===== config.mk =====
export PLATFORM = sky130hd
export DESIGN_NAME = stage_mem
export DESIGN_NICKNAME = d
export VERILOG_FILES = /design/src/rtl/stage_mem.sv
export SDC_FILE = /design/constraint.sdc
export NUM_CORES = 1
export LEC_CHECK = 0
export BUFFER_PORTS_ARGS = -buffer_cell sky130_fd_sc_hd__buf_2
export CORE_MARGIN = 5
export CORE_UTILIZATION = 45
export CTS_CLUSTER_DIAMETER = 50
export DETAILED_ROUTE_END_ITERATION = 8
export GPL_TIMING_DRIVEN = 0
export HOLD_SLACK_MARGIN = 0.08
export PLACE_DENSITY = 0.88
export SETUP_SLACK_MARGIN = 0.5
export SYNTH_ARGS = -nofsm -noshare
export SYNTH_HDL_FRONTEND = slang
export SYNTH_SLANG_ARGS = --single-unit
export TNS_END_PERCENT = 10

===== constraint.sdc =====
create_clock -name clock -period 3.3 [get_ports clock]
set_input_delay 0.165 -clock clock [delete_from_list [all_inputs] [get_ports clock]]
set_output_delay 0.165 -clock clock [all_outputs]
set_load 0.005 [all_outputs]

===== src/rtl/stage_mem.sv =====
// stage_mem: RV32I memory-access stage running loads/stores byte by byte over an 8-bit port.
// Optional macro MEM_FORWARD_EN adds the fwd_* outputs toward ID.
module stage_mem #(
   parameter int ADDR_WIDTH = 32
) (
   input  logic                  clock,
   input  logic                  reset,
   input  logic [5:0]            stall_i,
   input  logic                  write_i,
   input  logic [4:0]            regw_addr_i,
   input  logic [31:0]           regw_data_i,
   input  logic [3:0]            mem_op_i,
   input  logic [31:0]           mem_addr_i,
   input  logic [31:0]           mem_wdata_i,
   input  logic                  mem_ready_i,
   input  logic [7:0]            mem_rdata_i,
   output logic                  mem_req_o,
   output logic                  mem_we_o,
   output logic [ADDR_WIDTH-1:0] mem_addr_o,
   output logic [7:0]            mem_wdata_o,
   output logic                  stall_req_o,
   output logic                  write_o,
   output logic [4:0]            regw_addr_o,
   output logic [31:0]           regw_data_o
`ifdef MEM_FORWARD_EN
   ,
   output logic                  fwd_write_o,
   output logic [4:0]            fwd_addr_o,
   output logic [31:0]           fwd_data_o
`endif
);

   localparam logic [3:0] OP_LB  = 4'd1;
   localparam logic [3:0] OP_LH  = 4'd2;
   localparam logic [3:0] OP_LW  = 4'd3;
   localparam logic [3:0] OP_LBU = 4'd4;
   localparam logic [3:0] OP_LHU = 4'd5;
   localparam logic [3:0] OP_SB  = 4'd6;
   localparam logic [3:0] OP_SH  = 4'd7;
   localparam logic [3:0] OP_SW  = 4'd8;

   typedef enum logic [1:0] {S_IDLE, S_ACCESS, S_DONE} state_t;

   state_t                r_state;
   state_t                w_state_next;
   logic [1:0]            r_k;
   logic [31:0]           r_buf;
   logic                  r_req;
   logic                  r_we;
   logic [ADDR_WIDTH-1:0] r_addr;
   logic [7:0]            r_wdata;

   logic                  w_is_mem;
   logic                  w_is_store;
   logic [1:0]            w_last_k;
   logic [1:0]            w_k_inc;
   logic [ADDR_WIDTH-1:0] w_base;
   logic                  w_unused_stall;

   function automatic logic [7:0] byte_of(input logic [31:0] word, input logic [1:0] idx);
      return word[8*idx +: 8];
   endfunction

   function automatic logic [31:0] load_extend(input logic [3:0] op, input logic [31:0] buf_v);
      case (op)
         OP_LB:   return {{24{buf_v[7]}}, buf_v[7:0]};
         OP_LH:   return {{16{buf_v[15]}}, buf_v[15:0]};
         OP_LBU:  return {24'h0, buf_v[7:0]};
         OP_LHU:  return {16'h0, buf_v[15:0]};
         default: return buf_v;
      endcase
   endfunction

   assign w_is_mem       = (mem_op_i >= OP_LB) && (mem_op_i <= OP_SW);
   assign w_is_store     = (mem_op_i >= OP_SB) && (mem_op_i <= OP_SW);
   assign w_base         = mem_addr_i[ADDR_WIDTH-1:0];
   assign w_k_inc        = r_k + 2'd1;
   assign w_unused_stall = ^{stall_i[5], stall_i[3:0]};

   // Index of the final byte: 0 for byte ops, 1 for halfwords, 3 for words.
   always_comb begin
      w_last_k = 2'd0;
      case (mem_op_i)
         OP_LH, OP_LHU, OP_SH: w_last_k = 2'd1;
         OP_LW, OP_SW:         w_last_k = 2'd3;
         default:              w_last_k = 2'd0;
      endcase
   end

   always_comb begin
      w_state_next = r_state;
      stall_req_o  = 1'b0;
      write_o      = write_i;
      regw_addr_o  = regw_addr_i;
      regw_data_o  = regw_data_i;
      case (r_state)
         S_IDLE: begin
            if (w_is_mem) begin
               w_state_next = S_ACCESS;
               stall_req_o  = 1'b1;
               write_o      = 1'b0;
            end
         end
         S_ACCESS: begin
            stall_req_o = 1'b1;
            write_o     = 1'b0;
            if (mem_ready_i && (r_k == w_last_k)) w_state_next = S_DONE;
         end
         S_DONE: begin
            if (!w_is_store) regw_data_o = load_extend(mem_op_i, r_buf);
            if (!stall_i[4]) w_state_next = S_IDLE;
         end
         default: w_state_next = S_IDLE;
      endcase
      if (reset) begin
         stall_req_o = 1'b0;
         write_o     = 1'b0;
      end
   end

   always_ff @(posedge clock) begin
      if (reset) begin
         r_state <= S_IDLE;
         r_k     <= 2'd0;
         r_req   <= 1'b0;
         r_we    <= 1'b0;
         r_addr  <= '0;
         r_wdata <= 8'h0;
         r_buf   <= 32'h0;
      end else begin
         r_state <= w_state_next;
         case (r_state)
            S_IDLE: begin
               if (w_is_mem) begin
                  r_k     <= 2'd0;
                  r_req   <= 1'b1;
                  r_we    <= w_is_store;
                  r_addr  <= w_base;
                  r_wdata <= byte_of(mem_wdata_i, 2'd0);
                  r_buf   <= 32'h0;
               end
            end
            S_ACCESS: begin
               if (mem_ready_i) begin
                  if (!w_is_store) r_buf[8*r_k +: 8] <= mem_rdata_i;
                  if (r_k != w_last_k) begin
                     r_k     <= w_k_inc;
                     r_addr  <= w_base + ADDR_WIDTH'(w_k_inc);
                     r_wdata <= byte_of(mem_wdata_i, w_k_inc);
                  end else begin
                     r_req <= 1'b0;
                  end
               end
            end
            default: ;
         endcase
      end
   end

   assign mem_req_o   = r_req;
   assign mem_we_o    = r_we;
   assign mem_addr_o  = r_addr;
   assign mem_wdata_o = r_wdata;

`ifdef MEM_FORWARD_EN
   // Load data is not forwardable until the access has finished.
   assign fwd_write_o = write_o & ~stall_req_o;
   assign fwd_addr_o  = regw_addr_o;
   assign fwd_data_o  = regw_data_o;
`endif

endmodule


Word level (Yosys, flattened, before mapping):

Index checks and enable logic that the tools add are counted.

* memory bits (writable): 0
* bits in registers: 78
* memories kept: 0
* bits in latches: 0
* memory bits (read-only): 0
* logic and storage cells: 81
* output and inout bits: 81
* input port bits: 123

* bitwise operators: 0
* order comparisons: 3
* muxes and demuxes: 35
* multipliers: 0
* equal/unequal tests: 18
* divide/modulo/power cells: 0
* reduce and logical (&&, ||, !) cells: 12
* add/subtract/negate cells: 3
* shift operators: 3

Operators by type and width (number)
* 2-to-1 mux 32 bit: 8
* one-hot mux 32 bit (2 select lines): 2
* one-hot mux 32 bit (4 select lines): 1
* negation 5 -> 34 bit: 1
* variable shift 8 x 34 -> 32 bit, first input constant: 1
* indexed part select 8 x 34 -> 32 bit: 1
* adder 32 x 2 -> 32 bit: 1
* bitwise mux 32 bit: 1
* indexed part select 32 x 6 -> 8 bit: 1
* 2-to-1 mux 8 bit: 3
* one-hot mux 8 bit (2 select lines): 1
* inequality test 2 bit, second input constant: 7
* == test 4 x 3 -> 1 bit, second input constant: 3
* 2-to-1 mux 2 bit: 6
* AND reduction 4 bit: 3
* == test 4 x 2 -> 1 bit, second input constant: 2
* one-hot mux 2 bit (2 select lines): 2
* 2-to-1 mux 1 bit: 7
* one-hot mux 1 bit (2 select lines): 3
* one-hot mux 2 bit (3 select lines): 1
* == test 4 x 1 -> 1 bit, second input constant: 1
* == test 4 bit, second input constant: 1
* >= comparator 4 x 1 -> 1 bit, second input constant: 1
* >= comparator 4 x 3 -> 1 bit, second input constant: 1
* 13 further kinds: 15

Longest topological paths before layout:

Gate-level depths: netlist (run 1).

* word-level depth: 7
* gate-level depth with buffers: 10
* mapped depth without buffers: 9

Worst setup path before layout (run 1):

No wires, ideal clock.

* kind: register -> register
* start: reg r_k[0]
* end: reg r_addr[22] (netlist: mem_addr_o[22])
* slack: 0.770 ns
* data arrival time: 2.450 ns
* clock period less this slack: 2.530 ns
* path buffers: 1
* required time: 3.220 ns
* setup time: 0.080 ns
* cell stages (with the launch flop): 11
* cells stage by stage: dfxtp_1 clkbuf_1 inv_1 ha_1 fa_1 nand3_1 nor2_1 nand2_1 or3_1 xor2_1 a211oi_2

* longest elaborated chain between the ends: 5
* elaborated cells between the ends (all ways): 8
* those cells by class: 2 x add/sub; 2 x eq/ne; 3 x mux; 1 x reduce/logical

RTL lines
* start, declared: line 46 `logic [1:0] r_k;`
* start signal, assigned: line 147 `r_k <= w_k_inc;`
* adder 2 x 1 -> 2 bit: line 77 `assign w_k_inc = r_k + 2'd1;`
* adder 32 x 2 -> 32 bit: line 148 `r_addr <= w_base + ADDR_WIDTH'(w_k_inc);`
* 2-to-1 mux 32 bit: line 146 `if (r_k != w_last_k) begin`
* 2-to-1 mux 32 bit: line 144 `if (mem_ready_i) begin`
* one-hot mux 32 bit (2 select lines): line 132 `case (r_state)`
* end signal, assigned: line 138 `r_addr <= w_base;`
* end signal, assigned: line 148
* end, declared: line 50 `logic [ADDR_WIDTH-1:0] r_addr;`

Several ways; a longest one is shown, not always the timed one. The select of a mux whose other input is x is not followed.
A chain may end at the register's enable or synchronous reset.

Final worst setup path (run 1):

* start: reg r_k[0]
* end: reg r_addr[23] (netlist: mem_addr_o[23])

Same word-level chain as after synthesis.

==> impl_metrics.env, run 1 <==
export IMPL_result_of_the_run="finished, final reports clean"
export IMPL_worst_path_max_delay_cell="sky130_fd_sc_hd__dfxtp_1"
export IMPL_drt_pre_antenna_iters=5
export IMPL_timing_critical_path_required_ns=3.58
export IMPL_route_detailed_wl_per_inst_um=15.8
export IMPL_numClockSinks=78
export IMPL_track_usage=0.233
export IMPL_dieWidth_um=111
export IMPL_yosysUniqueCellTypes=55
export IMPL_wirelength_met1_um=6040
export IMPL_cts_reportedPaths_clkPinSlew_ns=0.09
export IMPL_slew_viol_final=0
export IMPL_worst_setup_path_startpoint="r_k[0]$_SDFFE_PP0P_"
export IMPL_upper_clock_frequency_limit_mhz=380
export IMPL_cellLeakagePower_nw=2.62
export IMPL_post_route_period_util=0.796
export IMPL_clock_root_buffer="sky130_fd_sc_hd__clkbuf_8"
export IMPL_placeable_core_region_sq_um=10100
export IMPL_ys_warnings_count=0
export IMPL_vias=5044
export IMPL_hpwl_um=11500
export IMPL_met2WireLength_um=7100
export IMPL_layout_filler_cells=964
export IMPL_synthCells=595
export IMPL_initialDrtViolationCount=272
export IMPL_synth_top_cells_by_count="sky130_fd_sc_hd__nand2_1, sky130_fd_sc_hd__dfxtp_1, sky130_fd_sc_hd__nor2_1, sky130_fd_sc_hd__a21oi_1, sky130_fd_sc_hd__nand3b_1"
export IMPL_critical_path_n_buffers_inverters=3
export IMPL_setup_viol=0
export IMPL_post_synth_top_count_cell="sky130_fd_sc_hd__nand2_1"
export IMPL_critical_path_arrival_ns=2.90
export IMPL_critPathCapture="mem_addr_o[23]$_SDFFE_PP0P_"
export IMPL_ant_nets=0
export IMPL_worst_setup_path_type="register to register"
export IMPL_postLayoutCellArea_sq_um=6040
export IMPL_grt_max_degree=14
export IMPL_cap_violations=0
export IMPL_drive_above_1_share=0.324
export IMPL_timing_reg2reg_setup_slack_ns=0.67
export IMPL_hold_worst_slack_ns=0.0901
export IMPL_route_final_wire_length_um=14900
export IMPL_antenna_diode_count=0
export IMPL_clock_latency_ns=0.35
export IMPL_startpoint_type="register"
export IMPL_dr_max_layer_used="met5"
export IMPL_place_congestion=0.912
export IMPL_worstSetupEndpointType="register"
export IMPL_floorplan_die_area_sq_um=12400
export IMPL_timing_rr_start="r_k[0]$_SDFFE_PP0P_"
export IMPL_peak_vdd_ir_v=0.000227
export IMPL_slew_headroom=0.504
export IMPL_finalSetupTns_ns=0
export IMPL_cpLargestDelayFamily="adder cells"
export IMPL_port_buffers=193
export IMPL_tritoncts_num_buffers=9
export IMPL_startpoint_of_the_lowest_slack_hold_path="mem_rdata_i[5]"
export IMPL_postSynthRegisterBits=78
export IMPL_netlist_area_leader_share=0.339
export IMPL_pre_cts_ws_ns=-0.135
export IMPL_initial_core_util=0.455
export IMPL_mappedNetlistNets=725
export IMPL_post_synth_main_area_contributors="sky130_fd_sc_hd__dfxtp_1, sky130_fd_sc_hd__nand2_1, sky130_fd_sc_hd__nor2_1"
export IMPL_critical_path_max_stage_delay_ns=0.40
export IMPL_rows=37
export IMPL_synth_edf_count=0
export IMPL_dpl_cell_area_sq_um=5750
export IMPL_finalHoldViolCount=0
export IMPL_finalClockSkew_ns=0.0148
export IMPL_synth_largest_area_cell="sky130_fd_sc_hd__dfxtp_1"
export IMPL_fin_crit_ns=2.63
export IMPL_synthesis_area_sq_um=4610
export IMPL_rsz0062_at_grt="false"
export IMPL_tritoncts_clock_tree="yes"
export IMPL_detailroute_wirelength_met3_um=1380
export IMPL_hp_class="primary input to register"
export IMPL_fin_nets=933
export IMPL_cts_htree_levels=3
export IMPL_cts_max_path_buffers=2
export IMPL_height_of_the_die_um=111
export IMPL_first_global_vias=4941
export IMPL_syn_area_per_cell_sq_um=7.75
export IMPL_regToRegEndpoint="mem_addr_o[23]$_SDFFE_PP0P_"
export IMPL_layout_area_overhead_vs_synth_pct=30.9
export IMPL_powerDensity_nw_per_um2=419
export IMPL_grt_pass1_wl_um=24000
export IMPL_grt_remaining_overflow=0
export IMPL_ff2ff_path_depth=10
export IMPL_final_critical_path_setup_slack_ns=0.672
export IMPL_critical_path_depth=10
export IMPL_synth_flop_cell="sky130_fd_sc_hd__dfxtp_1"
export IMPL_path_max_fanout=10
export IMPL_worstPathCellList="buf_4 > inv_1 > ha_1 > ha_1 > a21oi_1 > nor3_2 > buf_4 > nand4_1 > xor2_1 > a211oi_2"
export IMPL_initial_antenna_violation_count=2
export IMPL_synth_sequential_area_ratio=0.339
export IMPL_detail_route_vias_per_cell=5.34
export IMPL_p_total_mw=2.53
export IMPL_synth_async_sr_flop_share=0
export IMPL_drt_drc_violations_left=0
export IMPL_boundary_pin_count=204
export IMPL_worstMarginPinSlew_ns=0.738
==> layout make-up <==
class	instances	area, sq um	area share
plain buffers	48	255	0.0423
clock inverters	6	85.1	0.0141
inverters	9	33.8	0.00560
repair buffers	197	1000	0.166
clock buffers	10	138	0.0228
multi-input cells	460	2790	0.463
flip-flops and latches	78	1560	0.259
well taps	136	170	0.0282
==> placed cells by master, fill, tap and decap left out, types with 24 or more instances in the layout <==
| cell type | n |
|---|---|
| sky130_fd_sc_hd__nand3b_1 | 27 |
| sky130_fd_sc_hd__nand2_1 | 89 |
| sky130_fd_sc_hd__nor2_1 | 65 |
| sky130_fd_sc_hd__nand3_1 | 25 |
| sky130_fd_sc_hd__a211oi_1 | 26 |
| sky130_fd_sc_hd__a21oi_1 | 44 |
| sky130_fd_sc_hd__buf_2 | 207 |
| sky130_fd_sc_hd__dfxtp_1 | 78 |
| sky130_fd_sc_hd__o31ai_1 | 24 |
==> registers in the layout, indices dropped and copies added, names as in the netlist <==
signal       count
r_state          2
mem_req_o        1
mem_addr_o      32
r_buf           32
r_k              2
mem_wdata_o      8
mem_we_o         1
==> cell families after synthesis <==
kind of cell               Yosys count  synth area share
DFF                                 78             0.339
buffers and inverters               57            0.0602
muxes                               17            0.0385
AOI/OAI and AO/OA                  136             0.191
adders and majority gates            7            0.0206
and+or+nand+nor                    269             0.292
xor gates and xnor gates            31            0.0589
==> worst register-to-register path, delay by kind of cell, from the launching register on <==
kind | cells | cell delay (ns)
AO/OA/AOI/OAI | 2 | 0.29
XOR/XNOR | 1 | 0.18
adder cells (fa/ha/maj) | 2 | 0.67
buffers and inverters | 3 | 0.59
flip-flops | 1 | 0.40
AND/OR/NAND/NOR | 2 | 0.42
==> stage by stage <==
| stage | std cells | util |
|---|---|---|
| after floorplan | 595 | - |
| after global placement | 924 | 0.567 |
| after detailed placement | 924 | 0.567 |
| after CTS | 942 | 0.591 |
| after global routing | 944 | 0.595 |
| final | 944 | 0.595 |
==> report_power, final <==
part           leakage, nW  switching (mW)  internal, mW  total, mW
Clock                0.108           0.364         0.444      0.808
Sequential           0.639          0.0413          1.01       1.05
Combinational         1.87           0.380         0.287      0.667
==> per-layer routing <==
metal,vias to the layer above,track usage
met3,31,0.0726
li1,2519,-
met2,205,0.398
met1,2285,0.277
met5,-,0
met4,4,0.0770
==> worst min-delay path by stage <==
stage,to,slack (ns),cells past startpoint
2_1_floorplan,r_buf[0]$_SDFFE_PP0P_,0.32,2
3_3_place_gp,r_buf[7]$_SDFFE_PP0P_,0.44,3
3_5_place_dp,r_buf[2]$_SDFFE_PP0P_,0.44,3
4_1_cts,r_buf[7]$_SDFFE_PP0P_,0.08,3
5_1_grt,r_buf[7]$_SDFFE_PP0P_,0.09,3
6_report,r_buf[5]$_SDFFE_PP0P_,0.09,3
==> what timing repair did <==
item / CTS / global route
hold buffers: 2 / 0
resized for setup: 4 / 9
endpoints found under the setup margin: 56 / 36
pin swaps: 0 / 1
buffers inserted: 0 / 2
endpoints found under the hold margin: 2 / 0
No activity file was read; power rests on OpenSTA's default activity.
==> inputs of run 2 (changes only) <==
clock period = 2.7 ns   (was 3.3 ns; I/O delays follow)
==> run 2 against run 1 <==
Utilization up 2.3 points; sequential cell count unchanged; count of clock-buffer cells in the layout up 2; combinational power up 30%; critical path depth down 1; cell area up 3.9%; via count up 1.6%; clock skew down 0.0083 ns; wire length up 3.7%; clock power up 14%; critical endpoint is now mem_addr_o[22]$_SDFFE_PP0P_; largest power group unchanged.
==> impl_metrics.env, run 2 (synthesized netlist as in run 1, its figures left out) <==
export IMPL_tritoncts_num_buffers=9
export IMPL_layout_commonest_cell="sky130_fd_sc_hd__buf_2"
export IMPL_post_route_period_util=0.813
export IMPL_tritoncts_clock_tree="yes"
export IMPL_initialDrtViolationCount=265
export IMPL_layout_area_overhead_vs_synth_pct=36.1
export IMPL_fin_nets=949
export IMPL_final_critical_path_setup_slack_ns=0.504
export IMPL_drive_above_1_share=0.351
export IMPL_placed_cells=924
export IMPL_place_congestion=0.909
export IMPL_floorplan_die_area_sq_um=12400
export IMPL_detail_route_vias_per_cell=5.34
export IMPL_height_of_the_die_um=111
export IMPL_initial_core_util=0.455
export IMPL_clock_root_buffer="sky130_fd_sc_hd__clkbuf_8"
export IMPL_path_max_fanout=8
export IMPL_grt_remaining_overflow=0
export IMPL_grt_max_degree=14
export IMPL_postLayoutCellArea_sq_um=6270
export IMPL_powerDensity_nw_per_um2=491
export IMPL_layout_core_utilization=0.619
export IMPL_most_common_layout_cells="sky130_fd_sc_hd__buf_2, sky130_fd_sc_hd__nand2_1, sky130_fd_sc_hd__dfxtp_1, sky130_fd_sc_hd__nor2_1, sky130_fd_sc_hd__a21oi_1"
export IMPL_hp_class="primary input to register"
export IMPL_first_global_vias=5041
export IMPL_slew_viol_final=0
export IMPL_drt_drc_violations_left=0
export IMPL_initial_antenna_violation_count=0
export IMPL_vias=5127
export IMPL_cpLargestDelayFamily="simple AND/OR/NAND/NOR gates"
export IMPL_cap_violations=0
export IMPL_p_total_mw=3.08
export IMPL_clock_latency_ns=0.35
export IMPL_track_usage=0.237
export IMPL_worstPathCellList="inv_1 > ha_4 > fa_2 > nand3_2 > nor2_4 > nand2_1 > or3_1 > xor2_1 > a211oi_2"
export IMPL_critical_path_n_buffers_inverters=1
export IMPL_hpwl_um=11800
export IMPL_pre_cts_ws_ns=-0.0289
export IMPL_timing_critical_path_required_ns=2.97
export IMPL_rows=37
export IMPL_finalClockSkew_ns=0.00647
export IMPL_dpl_cell_area_sq_um=5780
export IMPL_worst_setup_path_type="register to register"
export IMPL_setup_viol=0
export IMPL_drt_pre_antenna_iters=4
export IMPL_dieWidth_um=111
export IMPL_worst_path_max_delay_cell="sky130_fd_sc_hd__dfxtp_4"
export IMPL_critical_path_arrival_ns=2.47
export IMPL_worstSetupEndpointType="register"
export IMPL_rsz0062_at_grt="true"
export IMPL_port_buffers=193
export IMPL_route_final_wire_length_um=15400
export IMPL_numClockSinks=78
export IMPL_grt_pass1_wl_um=24400
export IMPL_startpoint_type="register"
export IMPL_worstMarginPinSlew_ns=0.602
export IMPL_cts_htree_levels=3
export IMPL_fin_crit_ns=2.20
export IMPL_hold_worst_slack_ns=0.0989
export IMPL_cts_reportedPaths_clkPinSlew_ns=0.09
export IMPL_ant_nets=0
export IMPL_placeable_core_region_sq_um=10100
export IMPL_cts_max_path_buffers=2
export IMPL_result_of_the_run="finished, final reports clean"
export IMPL_peak_vdd_ir_v=0.000271
export IMPL_route_detailed_wl_per_inst_um=16.1
export IMPL_finalHoldViolCount=0
export IMPL_boundary_pin_count=204
export IMPL_antenna_diode_count=0
export IMPL_slew_headroom=0.599
export IMPL_critical_path_max_stage_delay_ns=0.39
export IMPL_finalSetupTns_ns=0
export IMPL_final_cells=960
export IMPL_upper_clock_frequency_limit_mhz=455
export IMPL_cellLeakagePower_nw=2.72
run 2: final cells by class:
| class | count | area (sq um) |
|---|---|---|
| fillers | 916 | 3860 |
| multi-input cells | 460 | 2880 |
| flip-flops and latches | 78 | 1570 |
| repair buffers | 213 | 1140 |
| plain buffers | 48 | 274 |
| well taps | 136 | 170 |
| clock buffers | 12 | 155 |
| clock inverters | 4 | 53.8 |
| inverters | 9 | 38.8 |
run 2: timing repair:
action / in CTS / in global routing
hold endpoints to repair: 10 / 0
setup buffers: 4 / 5
pin swaps: 3 / 4
setup endpoints to repair: 73 / 72
gates cloned: 1 / 0
hold buffers: 10 / 0
gates resized for setup: 14 / 21
run 2: worst paths after layout:
kind	slack [ns]	depth (start not counted)	startpoint	end
worst max-delay path	0.50	9	r_k[1]$_SDFFE_PP0P_	mem_addr_o[22]$_SDFFE_PP0P_
worst min register to register	0.46	2	r_buf[5]$_SDFFE_PP0P_	r_buf[5]$_SDFFE_PP0P_
worst min-delay path	0.1	3	mem_addr_i[5]	mem_addr_o[5]$_SDFFE_PP0P_
worst max register to register	0.50	9	r_k[1]$_SDFFE_PP0P_	mem_addr_o[22]$_SDFFE_PP0P_
run 2: worst register-to-register path: stages (launching register included):
cell and delay [ns]:
sky130_fd_sc_hd__dfxtp_4 0.39, sky130_fd_sc_hd__inv_1 0.10, sky130_fd_sc_hd__ha_4 0.32, sky130_fd_sc_hd__fa_2 0.24, sky130_fd_sc_hd__nand3_2 0.10, sky130_fd_sc_hd__nor2_4 0.12, sky130_fd_sc_hd__nand2_1 0.10, sky130_fd_sc_hd__or3_1 0.39
sky130_fd_sc_hd__xor2_1 0.17, sky130_fd_sc_hd__a211oi_2 0.20
run 2: per-layer routing:
| metal | track usage | part of all wire | vias up |
|---|---|---|---|
| li1 | - | - | 2548 |
| met1 | 0.274 | 0.40 | 2326 |
| met2 | 0.408 | 0.49 | 224 |
| met3 | 0.0742 | 0.089 | 29 |
| met4 | 0.0884 | 0.028 | 0 |
| met5 | 0 | 0 | - |
run 2: power by group:
group | switching, mW | total (mW) | internal [mW]
Clock | 0.438 | 0.920 | 0.482
Sequential | 0.0522 | 1.29 | 1.24
Combinational | 0.490 | 0.870 | 0.380
